$ cat src/rtl/rgb_to_gray_pipe.sv
// rgb_to_gray_pipe: three-stage RGB-to-grayscale converter with valid/ready
// streams on both sides, an end-of-frame flag carried with each pixel, an
// output pixel counter and a one-cycle frame-done pulse.
// Build option: define GRAY_ROUND_EN to round to nearest (halves up);
// leave it undefined to truncate. Timing is identical in both builds.
module rgb_to_gray_pipe #(
    parameter int unsigned CH_W   = 4,
    parameter int unsigned FRAC_W = 8,
    parameter int unsigned COEF_R = 77,
    parameter int unsigned COEF_G = 150,
    parameter int unsigned COEF_B = 29,
    parameter int unsigned CNT_W  = 17
) (
    input  logic              clk_i,
    input  logic              rst_n_i,
    input  logic              in_valid_i,
    output logic              in_ready_o,
    input  logic [3*CH_W-1:0] rgb_in_i,
    input  logic              in_last_i,
    output logic              out_valid_o,
    input  logic              out_ready_i,
    output logic [CH_W-1:0]   gray_out_o,
    output logic              out_last_o,
    output logic [CNT_W-1:0]  pix_cnt_o,
    output logic              frame_done_o
);

    localparam int unsigned COEF_W = FRAC_W + 2;
    localparam int unsigned PROD_W = CH_W + FRAC_W + 2;
    localparam int unsigned SUM_W  = CH_W + FRAC_W + 4;
    // One spare bit so adding the rounding constant can never wrap.
    localparam int unsigned RSUM_W = SUM_W + 1;
    localparam int unsigned Q_W    = RSUM_W - FRAC_W;

    localparam logic [COEF_W-1:0] COEF_R_C = COEF_W'(COEF_R);
    localparam logic [COEF_W-1:0] COEF_G_C = COEF_W'(COEF_G);
    localparam logic [COEF_W-1:0] COEF_B_C = COEF_W'(COEF_B);
    localparam logic [CH_W-1:0]   GRAY_MAX = '1;

`ifdef GRAY_ROUND_EN
    localparam logic [RSUM_W-1:0] RND = RSUM_W'(1) << (FRAC_W - 1);
`endif

    // Stage 1: weighted channel products
    logic              s1Valid_q;
    logic              s1Last_q;
    logic [PROD_W-1:0] s1ProdR_q, s1ProdG_q, s1ProdB_q;
    logic [PROD_W-1:0] s1ProdR_d, s1ProdG_d, s1ProdB_d;

    // Stage 2: sum of products
    logic              s2Valid_q;
    logic              s2Last_q;
    logic [SUM_W-1:0]  s2Sum_q;
    logic [SUM_W-1:0]  s2Sum_d;

    // Stage 3: rounded, shifted, saturated result (drives the outputs)
    logic              s3Valid_q;
    logic              s3Last_q;
    logic [CH_W-1:0]   s3Gray_q;
    logic [CH_W-1:0]   s3Gray_d;
    logic [RSUM_W-1:0] roundSum;
    logic [Q_W-1:0]    quot;

    // Frame bookkeeping
    logic [CNT_W-1:0]  pixCnt_q;
    logic [CNT_W-1:0]  pixCnt_d;
    logic              frameDone_q;
    logic              frameDone_d;

    logic              adv;
    logic              outHs;
    logic [CH_W-1:0]   chR, chG, chB;

    // The whole pipe moves as one unit whenever the output slot is free or being drained.
    always_comb begin
        adv   = !s3Valid_q || out_ready_i;
        outHs = s3Valid_q && out_ready_i;
    end

    // Split the packed pixel and form the three weighted products.
    always_comb begin
        chR       = rgb_in_i[3*CH_W-1 -: CH_W];
        chG       = rgb_in_i[2*CH_W-1 -: CH_W];
        chB       = rgb_in_i[CH_W-1:0];
        s1ProdR_d = PROD_W'(chR) * PROD_W'(COEF_R_C);
        s1ProdG_d = PROD_W'(chG) * PROD_W'(COEF_G_C);
        s1ProdB_d = PROD_W'(chB) * PROD_W'(COEF_B_C);
    end

    // Sum the products; the sum width is chosen so it cannot overflow.
    always_comb begin
        s2Sum_d = SUM_W'(s1ProdR_q) + SUM_W'(s1ProdG_q) + SUM_W'(s1ProdB_q);
    end

    // Optional round, drop fractional bits, then clamp to the channel range.
    always_comb begin
`ifdef GRAY_ROUND_EN
        roundSum = RSUM_W'(s2Sum_q) + RND;
`else
        roundSum = RSUM_W'(s2Sum_q);
`endif
        quot     = Q_W'(roundSum >> FRAC_W);
        s3Gray_d = (quot > Q_W'(GRAY_MAX)) ? GRAY_MAX : quot[CH_W-1:0];
    end

    // Count accepted output pixels; the last pixel of a frame clears the count and fires the pulse.
    always_comb begin
        pixCnt_d    = pixCnt_q;
        frameDone_d = 1'b0;
        if (outHs) begin
            if (s3Last_q) begin
                pixCnt_d    = '0;
                frameDone_d = 1'b1;
            end else begin
                pixCnt_d    = pixCnt_q + CNT_W'(1);
            end
        end
    end

    // Pipeline and counter registers; reset flushes everything in flight.
    always_ff @(posedge clk_i) begin
        if (!rst_n_i) begin
            s1Valid_q   <= 1'b0;
            s1Last_q    <= 1'b0;
            s1ProdR_q   <= '0;
            s1ProdG_q   <= '0;
            s1ProdB_q   <= '0;
            s2Valid_q   <= 1'b0;
            s2Last_q    <= 1'b0;
            s2Sum_q     <= '0;
            s3Valid_q   <= 1'b0;
            s3Last_q    <= 1'b0;
            s3Gray_q    <= '0;
            pixCnt_q    <= '0;
            frameDone_q <= 1'b0;
        end else begin
            pixCnt_q    <= pixCnt_d;
            frameDone_q <= frameDone_d;
            if (adv) begin
                s1Valid_q <= in_valid_i;
                s1Last_q  <= in_valid_i && in_last_i;
                s1ProdR_q <= s1ProdR_d;
                s1ProdG_q <= s1ProdG_d;
                s1ProdB_q <= s1ProdB_d;
                s2Valid_q <= s1Valid_q;
                s2Last_q  <= s1Last_q;
                s2Sum_q   <= s2Sum_d;
                s3Valid_q <= s2Valid_q;
                s3Last_q  <= s2Last_q;
                s3Gray_q  <= s3Gray_d;
            end
        end
    end

    assign in_ready_o   = adv;
    assign out_valid_o  = s3Valid_q;
    assign gray_out_o   = s3Gray_q;
    assign out_last_o   = s3Last_q;
    assign pix_cnt_o    = pixCnt_q;
    assign frame_done_o = frameDone_q;

endmodule

$ cat config.mk
export PLATFORM = sky130hd
export DESIGN_NAME = rgb_to_gray_pipe
export DESIGN_NICKNAME = d
export VERILOG_FILES = /design/src/rtl/rgb_to_gray_pipe.sv
export SDC_FILE = /design/constraint.sdc
export NUM_CORES = 1
export LEC_CHECK = 0
export CORE_MARGIN = 5
export CORE_UTILIZATION = 59
export CTS_BUF_LIST = sky130_fd_sc_hd__clkbuf_4
export CTS_CLUSTER_SIZE = 12
export DETAILED_ROUTE_END_ITERATION = 10
export MAX_ROUTING_LAYER = met4
export PLACE_DENSITY = 0.9
export SLEW_MARGIN = 5
export SYNTH_ARGS = -nofsm -noshare
export SYNTH_HDL_FRONTEND = slang
export SYNTH_SLANG_ARGS = --single-unit
$ cat constraint.sdc
create_clock -name clk_i -period 4 [get_ports clk_i]
set_clock_uncertainty 0.1 [all_clocks]
set_input_delay 1 -clock clk_i [delete_from_list [all_inputs] [get_ports clk_i]]
set_output_delay 1 -clock clk_i [all_outputs]
set_load 0.05 [all_outputs]
Word level (Yosys, flattened, before mapping)
Index checks and enable logic that the tools add are counted.
{"block": "classes", "mul": 3, "order_cmp": 1, "reduce_logical": 5, "addsub": 3, "muxes": 3}
{"cell": "4-bit by 7-bit multiplier with 11-bit output, second input constant", "count": 2}
{"cell": "17-bit by 1-bit adder with 17-bit output, second input constant", "count": 1}
{"cell": "17-bit 2-to-1 mux", "count": 1}
{"cell": "13-bit by 9-bit adder with 14-bit output", "count": 1}
{"cell": "11-bit by 12-bit adder with 13-bit output", "count": 1}
{"cell": "4-bit by 5-bit multiplier with 9-bit output, second input constant", "count": 1}
{"cell": "8-bit by 4-bit > comparator with 1-bit output, second input constant", "count": 1}
{"cell": "4-bit 2-to-1 mux", "count": 1}
{"cell": "1-bit logical AND", "count": 2}
{"cell": "2-bit AND reduction", "count": 1}
{"cell": "1-bit zero test", "count": 1}
{"cell": "1-bit logical OR", "count": 1}
{"cell": "1-bit 2-to-1 mux", "count": 1}
{"block": "totals", "input_bits": 17, "word_cells": 28, "regBits": 75, "output_inout_bits": 25}

Longest topological paths before layout
{"block": "depth", "depth_word": 2, "depth_mapped": 10}

Worst setup path before layout
No wires, ideal clock.
{"block": "synth_path", "path_type": "input -> output", "from": "input port out_ready_i", "to": "output port in_ready_o", "cell_stages": 4, "arrival_ns": 2.070, "setup_slack_ns": 0.830, "n_path_buf": 2, "cell_sequence": "nor2b_1 -> inv_2 -> clkbuf_1 -> buf_1"}
{"block": "synth_between", "elab_chain_cells": 1}
{"element": "start: declaration", "line_no": "21", "source": "input logic out_ready_i,"}
{"element": "1-bit logical OR", "line_no": "76", "source": "adv = !s3Valid_q || out_ready_i;"}
{"element": "end: declaration", "line_no": "17", "source": "output logic in_ready_o,"}
No other way between the ends.

Worst setup path in the final report
{"block": "layout_path", "from": "input port rgb_in_i[10]", "to": "register s1ProdR_q[8]"}
{"block": "layout_between", "elab_chain_cells": 1}
{"element": "start: declaration", "line_no": "18", "source": "input logic [3*CH_W-1:0] rgb_in_i,"}
{"element": "4-bit by 7-bit multiplier with 11-bit output", "line_no": "85", "source": "s1ProdR_d = PROD_W'(chR) * PROD_W'(COEF_R_C);"}
{"element": "end signal: assignment", "line_no": "142", "source": "s1ProdR_q <= s1ProdR_d;"}
{"element": "end: declaration", "line_no": "47", "source": "logic [PROD_W-1:0] s1ProdR_q, s1ProdG_q, s1ProdB_q;"}
No other way between the ends.
A chain may end at the register's enable or synchronous reset.

==> impl_metrics.tcl <==
set metrics [dict create \
    status "complete, no violations" \
    row_count 30 \
    globalRouteOverflowTotal 0 \
    fp.dieW_um 92.3 \
    drive_gt1_share_pct 5.35 \
    multiInputGateArea_um2 2560 \
    clkSinkCount 64 \
    portBuffers 41 \
    grt_start_max_net_pins 55 \
    fin_tns_setup_ns 0 \
    start_kind "input pin" \
    drtPass1Iterations 4 \
    synth_flop_cell "dfxtp_1" \
    cts_root_buf "clkbuf_4" \
    setup_violations 0 \
    total_power_mw 1.57 \
    cts_setup_buffers 0 \
    leakagePower_nw 2.01 \
    vias 3239 \
    postRouteWirelength_um 7970 \
    syn_inst 445 \
    drc 0 \
    dieArea_um2 8520 \
    worst-path-max-fanout 9 \
    drv_cap 0 \
    drt_iter0_drc 115 \
    fill_cells 520 \
    vias_per_cell 5.72 \
    ios 42 \
    p_int_mw 1.04 \
    swShare_pct 33.7 \
    power_frac_clock_pct 23.4 \
    synthArstFlopShare_pct 0 \
    p_comb_share_pct 29.6 \
    grt_pass1_wl_um 13800 \
    nets 567 \
    synth_warnings 0 \
    peakVddDrop_uv 241 \
    grt_use_total_pct 20.5 \
    ff_latch_area_um2 1280 \
    core_area_um2 6680 \
    synth-seq-area-share_pct 32.1 \
    clk_path_buf_depth 2 \
    yosysMostFrequentCell "nand2_1" \
    synth_commonest_cells "nand2_1 (69), dfxtp_1 (64), ha_1 (54)" \
    maxSlewHeadroom_pct 61.0 \
    worstMarginPinSlew_ns 0.583 \
    cts_tree "yes" \
    pwr-share-seq_pct 47.1 \
    hold_path.class "reg -> reg" \
    grt_pass1_vias 3175 \
    ctsResizeCount 0 \
    synth_top_area_cell "dfxtp_1" \
    ys_ff_latch 64 \
    hpwlAfterDp_um 6080 \
    synth_nets 530 \
    cts_hold_buf 0 \
    wl_per_cell_um 14.1 \
    rsz0062_at_grt "false" \
    die_y_um 92.3 \
    clk_pin_slew_ns 0.11 \
    crit_arrival_ns 3.62 \
    clock_latency_ns 0.41 \
    pre_cts_ws_ns 0.143 \
    start_util_pct 59.8 \
    fin_ws_ns 0.581 \
    globalplace.congestion 0.852 \
    ys_types 46 \
    hold_viol 0 \
    synth_edf_count 0 \
    htreeDepth 3 \
    fin_crit_ns 3.42 \
    antenna_found_initial 0 \
    worstPathRequired_ns 4.20 \
    drv_slew 0 \
    cts_buffers 9 \
    synth_top_cell_area_share_pct 32.1 \
    area_growth_pct 14.8 \
    end_kind "flip-flop" \
    synth_area_per_cell_um2 8.98 \
    antenna_cells 0 \
    synth.area.top_cells "dfxtp_1 (32%), ha_1 (17%), fa_1 (7.0%), nand2_1 (6.5%), a21boi_0 (3.8%)" \
    switchingPower_mw 0.528 \
    worstSetupPathType "in -> reg" \
    synth_area_um2 4000 \
    fmax_mhz 292 \
    p_per_area_nw_per_um2 342 \
    ant_nets 0 \
    finalCritPeriodShare_pct 85.5 \
]
cell usage in the layout (no fill, tap or decap), types with 4 or more instances in the layout:
master,count
nand2_1,69
dfxtp_1,64
ha_1,54
clkdlybuf4s50_1,40
inv_1,22
nor2_1,22
a21boi_0,20
o21ai_0,19
xnor2_1,14
fa_1,14
xor2_1,13
nand3_1,13
a21oi_1,12
nor3_1,11
clkbuf_4,10
and2_1,9
nand4_1,6
a31oi_1,5
nand4b_1,5
and3_1,5
a21o_1,4
o211a_1,4
o211ai_1,4
nor3b_1,4
buf_4,4
registers in the layout, indices dropped and copies added (netlist names):
name,cells
s2Valid_q,1
s1ProdR_q,11
out_last_o,1
s1Valid_q,1
out_valid_o,1
frame_done_o,1
s2Last_q,1
gray_out_o,4
s1ProdG_q,11
s2Sum_q,5
s1Last_q,1
s1ProdB_q,9
pix_cnt_o,17
cell families after synthesis:
logic type	count (synthesis)	synth area share (%)
and+or+nand+nor	162	20.0
muxes	2	0.501
AOI/OAI and AO/OA	80	13.6
buffers and inverters	42	3.98
DFF	64	32.1
xor gates and xnor gates	27	5.92
adders and majority gates	68	23.9
per-layer routing:
layer	part of all wire (%)	vias to the layer above	global-route usage (%)
met1	40	1529	20.7
li1	-	1625	-
met3	4.4	8	6.58
met5	0	-	-
met4	1.1	0	5.32
met2	54	77	38.1
critical path: stages:
cell	delay [ns]
clkdlybuf4s50_1	0.65
ha_1	0.30
ha_1	0.34
ha_1	0.30
a21o_1	0.15
a21oi_1	0.21
o21ai_0	0.19
mux2i_1	0.16
a311o_1	0.32
per-stage QoR:
step | instance area [µm²] | util (%) | instances | hold slack [ns]
after floorplan | 4000 | - | 445 | 0.338
after global placement | 4480 | 67.0 | 551 | 0.349
after detailed placement | 4480 | 67.0 | 551 | 0.356
after CTS | 4590 | 68.6 | 566 | 0.376
after global routing | 4590 | 68.6 | 566 | 0.402
final | 4590 | 68.6 | 566 | 0.375
layout make-up:
type / count / area share, %
multi-input combinational: 339 / 55.8
sequential: 64 / 27.9
timing repair buffer: 45 / 9.82
tap: 80 / 2.18
inverter: 23 / 1.88
clock buffer: 10 / 1.64
clock inverter: 5 / 0.764
final timing paths:
check | end | slack, ns | from | depth (start not counted)
setup / recovery | s1ProdR_q[8] | 0.58 | rgb_in_i[10] | 9
hold / removal | s1ProdG_q[11] | 0.38 | s1ProdG_q[11] | 2
setup reg to reg | s2Sum_q[11] | 1.23 | s1ProdR_q[3] | 9
hold reg to reg | s1ProdG_q[11] | 0.38 | s1ProdG_q[11] | 2
power groups by stage:
| stage | clock [mW] | sequential (mW) | combinational, mW |
|---|---|---|---|
| finish | 0.366 | 0.737 | 0.463 |
| global placement | 0 | 0.749 | 0.437 |
| global route | 0.411 | 0.745 | 0.532 |
| CTS | 0.371 | 0.737 | 0.468 |
| detailed placement | 0 | 0.752 | 0.465 |
| floorplan | 0 | 0.765 | 0.321 |
Power figures use the tool's default switching activity.
